<file path="config.mk">
export PLATFORM = sky130hd
export DESIGN_NAME = decoder_8_bit_strobe
export DESIGN_NICKNAME = d
export VERILOG_FILES = /design/src/rtl/decoder_8_bit_strobe.sv
export SDC_FILE = /design/constraint.sdc
export NUM_CORES = 1
export LEC_CHECK = 0
export BUFFER_PORTS_ARGS = -buffer_cell sky130_fd_sc_hd__buf_4
export CAP_MARGIN = 20
export CORE_AREA = 8 8 56 58
export CTS_BUF_LIST = sky130_fd_sc_hd__clkbuf_16
export DETAILED_ROUTE_END_ITERATION = 8
export DIE_AREA = 0 0 64 66
export PLACE_DENSITY_LB_ADDON = 0.05
export SKIP_CTS_REPAIR_TIMING = 1
export SLEW_MARGIN = 5
export SYNTH_ARGS = -nofsm -noshare
export SYNTH_HDL_FRONTEND = slang
export SYNTH_SLANG_ARGS = --single-unit
export TNS_END_PERCENT = 50
</file>
<file path="constraint.sdc">
create_clock -name clock -period 1.9 [get_ports clock]
set_input_delay 0.095 -clock clock [delete_from_list [all_inputs] [get_ports clock]]
set_output_delay 0.095 -clock clock [all_outputs]
set_load 0.05 [all_outputs]
</file>
<file path="src/rtl/decoder_8_bit_strobe.sv">
// Purpose : decodes a 3-bit code into a registered one-hot strobe PULSE_LEN cycles wide,
//           followed by GAP_LEN forced-idle cycles before the next strobe may start.
// Latency : onehot is valid one cycle after the accepting transfer; done is combinational from state.
// Backpr. : in_ready is low while a strobe/gap is in progress, and also during abort or reset.
//           With DECODER_8_BIT_STROBE_QUEUE_EN defined, one code can be held pending while busy.
// Ports   : clock, reset_n (async active-low), code/in_valid/in_ready (valid-ready input),
//           abort (sync cancel), onehot[7:0], busy, done.
module decoder_8_bit_strobe #(
    parameter int PULSE_LEN = 4,
    parameter int GAP_LEN   = 1
) (
    input  logic       clock,
    input  logic       reset_n,
    input  logic [2:0] code,
    input  logic       in_valid,
    output logic       in_ready,
    input  logic       abort,
    output logic [7:0] onehot,
    output logic       busy,
    output logic       done
);

    typedef enum logic [1:0] {
        IDLE  = 2'd0,
        DRIVE = 2'd1,
        GAP   = 2'd2
    } state_t;

    localparam logic [7:0] PULSE_LOAD = 8'(PULSE_LEN - 1);
    localparam logic [7:0] GAP_LOAD   = 8'((GAP_LEN > 0) ? GAP_LEN - 1 : 0);
    localparam bit         HAS_GAP    = (GAP_LEN > 0);

    state_t     state_q, state_d;
    logic [7:0] cnt_q, cnt_d;
    logic [2:0] code_q, code_d;
    logic [7:0] onehot_q, onehot_d;

    logic       xfer;
    logic       decide;
    logic       nxt_vld;
    logic [2:0] nxt_code;

`ifdef DECODER_8_BIT_STROBE_QUEUE_EN
    logic       pend_vld_q, pend_vld_d;
    logic [2:0] pend_code_q, pend_code_d;

    // Pending entry wins over a same-cycle transfer; a same-cycle transfer is only
    // possible at a decision when the pending slot is empty.
    assign in_ready = reset_n && ((state_q == IDLE) || !pend_vld_q) && !abort;
    assign nxt_vld  = pend_vld_q || xfer;
    assign nxt_code = pend_vld_q ? pend_code_q : code;
`else
    assign in_ready = reset_n && (state_q == IDLE) && !abort;
    assign nxt_vld  = 1'b0;
    assign nxt_code = code;
`endif

    assign xfer = in_valid && in_ready;

    // Decision point: last gap cycle, or last drive cycle when there is no gap.
    assign decide = (cnt_q == 8'd0) &&
                    ((state_q == GAP) || ((state_q == DRIVE) && !HAS_GAP));

    always_comb begin
        state_d  = state_q;
        cnt_d    = cnt_q;
        code_d   = code_q;
        onehot_d = 8'h00;
        case (state_q)
            IDLE: begin
                if (xfer) begin
                    state_d = DRIVE;
                    cnt_d   = PULSE_LOAD;
                    code_d  = code;
                end
            end
            DRIVE, GAP: begin
                if (decide) begin
                    if (nxt_vld) begin
                        state_d = DRIVE;
                        cnt_d   = PULSE_LOAD;
                        code_d  = nxt_code;
                    end else begin
                        state_d = IDLE;
                        cnt_d   = 8'd0;
                    end
                end else if (cnt_q != 8'd0) begin
                    cnt_d = cnt_q - 8'd1;
                end else begin
                    // Only reachable from DRIVE with a non-zero gap.
                    state_d = GAP;
                    cnt_d   = GAP_LOAD;
                end
            end
            default: begin
                state_d = IDLE;
                cnt_d   = 8'd0;
            end
        endcase
        if (abort) begin
            state_d = IDLE;
            cnt_d   = 8'd0;
        end
        // code_d only changes when a new strobe starts, so onehot is stable mid-strobe.
        if (state_d == DRIVE) begin
            onehot_d = 8'h01 << code_d;
        end
    end

`ifdef DECODER_8_BIT_STROBE_QUEUE_EN
    always_comb begin
        pend_vld_d  = pend_vld_q;
        pend_code_d = pend_code_q;
        if (abort) begin
            pend_vld_d = 1'b0;
        end else if (decide && pend_vld_q) begin
            pend_vld_d = 1'b0;
        end else if (xfer && (state_q != IDLE) && !decide) begin
            pend_vld_d  = 1'b1;
            pend_code_d = code;
        end
    end

    always_ff @(posedge clock or negedge reset_n) begin
        if (!reset_n) begin
            pend_vld_q  <= 1'b0;
            pend_code_q <= 3'd0;
        end else begin
            pend_vld_q  <= pend_vld_d;
            pend_code_q <= pend_code_d;
        end
    end
`endif

    always_ff @(posedge clock or negedge reset_n) begin
        if (!reset_n) begin
            state_q  <= IDLE;
            cnt_q    <= 8'd0;
            code_q   <= 3'd0;
            onehot_q <= 8'h00;
        end else begin
            state_q  <= state_d;
            cnt_q    <= cnt_d;
            code_q   <= code_d;
            onehot_q <= onehot_d;
        end
    end

    assign onehot = onehot_q;
    assign busy   = (state_q != IDLE);
    assign done   = (state_q == DRIVE) && (cnt_q == 8'd0) && !abort;

endmodule

</file>
==> results by group <==
Pwr
  • Max rail drop VDD: 0.626 mV
  • Power, Total: 1.49 mW
  • P per Cell Area: 996 nW/µm²
  • Leakage Power: 0.714 nW

Setup path
  • CP cell instances: inv_1, ha_1, nor3b_2, and2_1, a221o_2, nor4b_2
  • Worst setup SP type: flip-flop
  • Critical path class: flip-flop to flip-flop
  • CP Data Arrival Time: 2010 ps
  • CP Max Fanout: 9
  • Required time worst endpoint: 2050 ps
  • CP peak stage delay: 440 ps
  • Slowest-stage cell, CP: a221o_2
  • Crit path capture type: flip-flop

Synth
  • Synth Flop Type: dfrtp_1
  • Synth Register Bits: 21
  • Syn_nets: 124
  • Area contributors post-synth: dfrtp_1 (45%), ha_1 (5.3%), nor4b_2 (5.1%)
  • Synth Area in Adders: 0.0533
  • Library cells used by synthesis: 33
  • Async SR Flop Fraction: 1.00
  • Avg Inst Size Synth: 10.5 µm²
  • Synth Area in Compound Gates: 0.101
  • Xor/xnor cell area share of the yosys netlist: 0.0373
  • Synthesized netlist cell count: 112
  • Mux contribution to synthesized area: 0.0640
  • Yosys warning count: 0
  • Largest family of logic cells by synthesized area: simple AND/OR/NAND/NOR gates
  • EDFF count, synth: 0
  • Synth Area in Simple Gates: 0.264
  • Top-area cell type share of the netlist area: 0.448
  • Seq/Total Area, Yosys: 0.448
  • Post-Syn Area: 1170 µm²
  • Area leader, netlist: dfrtp_1

Drt
  • Wire per inst: 14.5 µm
  • DR vias/cell: 5.18
  • Via Count: 881
  • DR DRC count: 0
  • Routed WL: 2470 µm
  • First-pass DRT Iterations: 4
  • Post-route ant nets: 0
  • 1st-iter DRT viols: 36

STA
  • Clock skew: 3.58 ps
  • Fmax: 538 MHz
  • Crit share post-route: 0.978
  • Worst Tran Pin Value: 504 ps
  • Minimum clock period: 1860 ps
  • Slew headroom: 0.663
  • Final Hold Violating Endpoints: 0
  • Final setup viols: 0
  • Setup TNS: 0 ps
  • RSZ-0062 raised after global routing: true
  • Pins Over Slew Limit: 0

Global route
  • Largest net degree at the start of global routing: 18
  • Grt met1 use: 0.134
  • Gr usage total: 0.121
  • Met3 usage in global routing: 0.0271
  • Top Usage Layer GRT: met2
  • Vias in the first global route: 933
  • Grt ovf: 0
  • First-pass GRT wire length: 4110 µm
  • Initial antenna violation count: 0
  • Met2 Use GR: 0.215

Finish
  • Area grow syn2layout: 27.5%
  • Layout fillers: 188
  • Flip-flop and latch area: 526 µm²
  • Most frequent cells in the layout: buf_4 (24), dfrtp_1 (21), nand2_1 (12)
  • Layout Cells excl Fill: 170
  • Core Util, Final: 0.645
  • Layout cells sized above 1: 0.321
  • Multi-input gate area: 637 µm²
  • Most common cell after layout, fill and taps aside: buf_4
  • Fin nets: 153
  • Antenna cells: 0

Run status
  • Outcome: finished, final reports clean

Flow run
  • Max cap viols: 0

Floorplan
  • Core ar.: 2320 µm²
  • Die area: 4220 µm²
  • Die extent in x: 64 µm
  • Die height: 66 µm
  • Core Rows: 18
  • Starting Density: 0.506
  • I/O pin count: 18

Clock tree
  • # H-tree levels: 1
  • Clk Latency, worst-skew pair: 250 ps
  • Clock transition at path regs: 60 ps
  • CTS tree: built
  • # clock sinks: 21
  • CTS Buffer Depth: 2
  • Cts bufs inserted: 3
  • Root buf cell: clkbuf_16

Placement
  • Port Buffers: 17
  • DP Wirelength: 1860 µm
  • Dpl cells: 165
  • Final GP Congestion: 0.767

Hold path
  • HP Class: input port to flip-flop
Yosys cell counts (2+ instances only):
master	number
a211oi_1	2
a21oi_1	2
a31oi_1	2
and2_1	3
dfrtp_1	21
ha_1	5
inv_1	7
mux2_2	4
mux2i_1	3
nand2_1	12
nand2b_1	5
nor2_1	10
nor3_1	5
nor3b_1	2
nor4b_2	4
o211ai_1	3
o21ai_0	3
xnor2_1	2
xor2_1	3
power breakdown:
part / switching, mW / internal [mW]
combinational: 0.263 / 0.210
clock: 0.165 / 0.283
sequential: 0.0635 / 0.506
sequential cells by signal, summed over array words and instances (netlist names):
register and flops:
onehot 8, cnt_q 8, code_q 3, state_q 2
layout make-up:
class,instances,area share
Clock buffer,3,0.0502
Clock inverter,1,0.00334
Inverter,7,0.0176
Multi-Input combinational cell,83,0.426
Timing Repair Buffer,25,0.127
Tap cell,30,0.0251
Sequential cell,21,0.351
worst max-delay path, delay by kind of cell, from the launching register on:
| family | cells | cell delay [ps] |
|---|---|---|
| flip-flops | 1 | 380 |
| buffers and inverters | 1 | 60 |
| adder cells (fa/ha/maj) | 1 | 210 |
| AO/OA/AOI/OAI | 1 | 440 |
| AND/OR/NAND/NOR | 3 | 650 |
worst paths after layout:
| check | startpoint | endpoint | slack, ps | depth (start not counted) |
|---|---|---|---|---|
| worst max-delay path | cnt_q[0] | onehot[4] | 40 | 6 |
| worst min-delay path | code[0] | code_q[0] | 100 | 2 |
| worst max register to register | cnt_q[0] | onehot[4] | 40 | 6 |
| worst min register to register | cnt_q[0] | cnt_q[0] | 520 | 1 |
| max in group asynchronous | reset_n | cnt_q[3] | 1270 | 3 |
| min in group asynchronous | reset_n | onehot[5] | 200 | 2 |
stage by stage:
step                      hold slack, ps  instance area [µm²]  setup slack [ps]
after global routing                 109                 1500             -24.1
after detailed placement           -71.5                 1390             0.954
after global placement             -72.6                 1390              65.8
after floorplan                     -201                 1180              38.2
final                                104                 1500              41.9
after CTS                           -339                 1470             -21.8
routing by layer:
| layer | wire, µm | vias to the layer above |
|---|---|---|
| li1 | - | 450 |
| met1 | 1070 | 416 |
| met2 | 1290 | 10 |
| met3 | 76 | 5 |
| met4 | 41 | 0 |
| met5 | 0 | - |
kinds of logic after synthesis:
group / Yosys count
xor+xnor: 5
flops: 21
simple gates: 49
buf+inv: 8
mux: 7
fa+ha+maj: 5
compound gates: 17
Note: power is estimated with default switching activity, not from simulation.
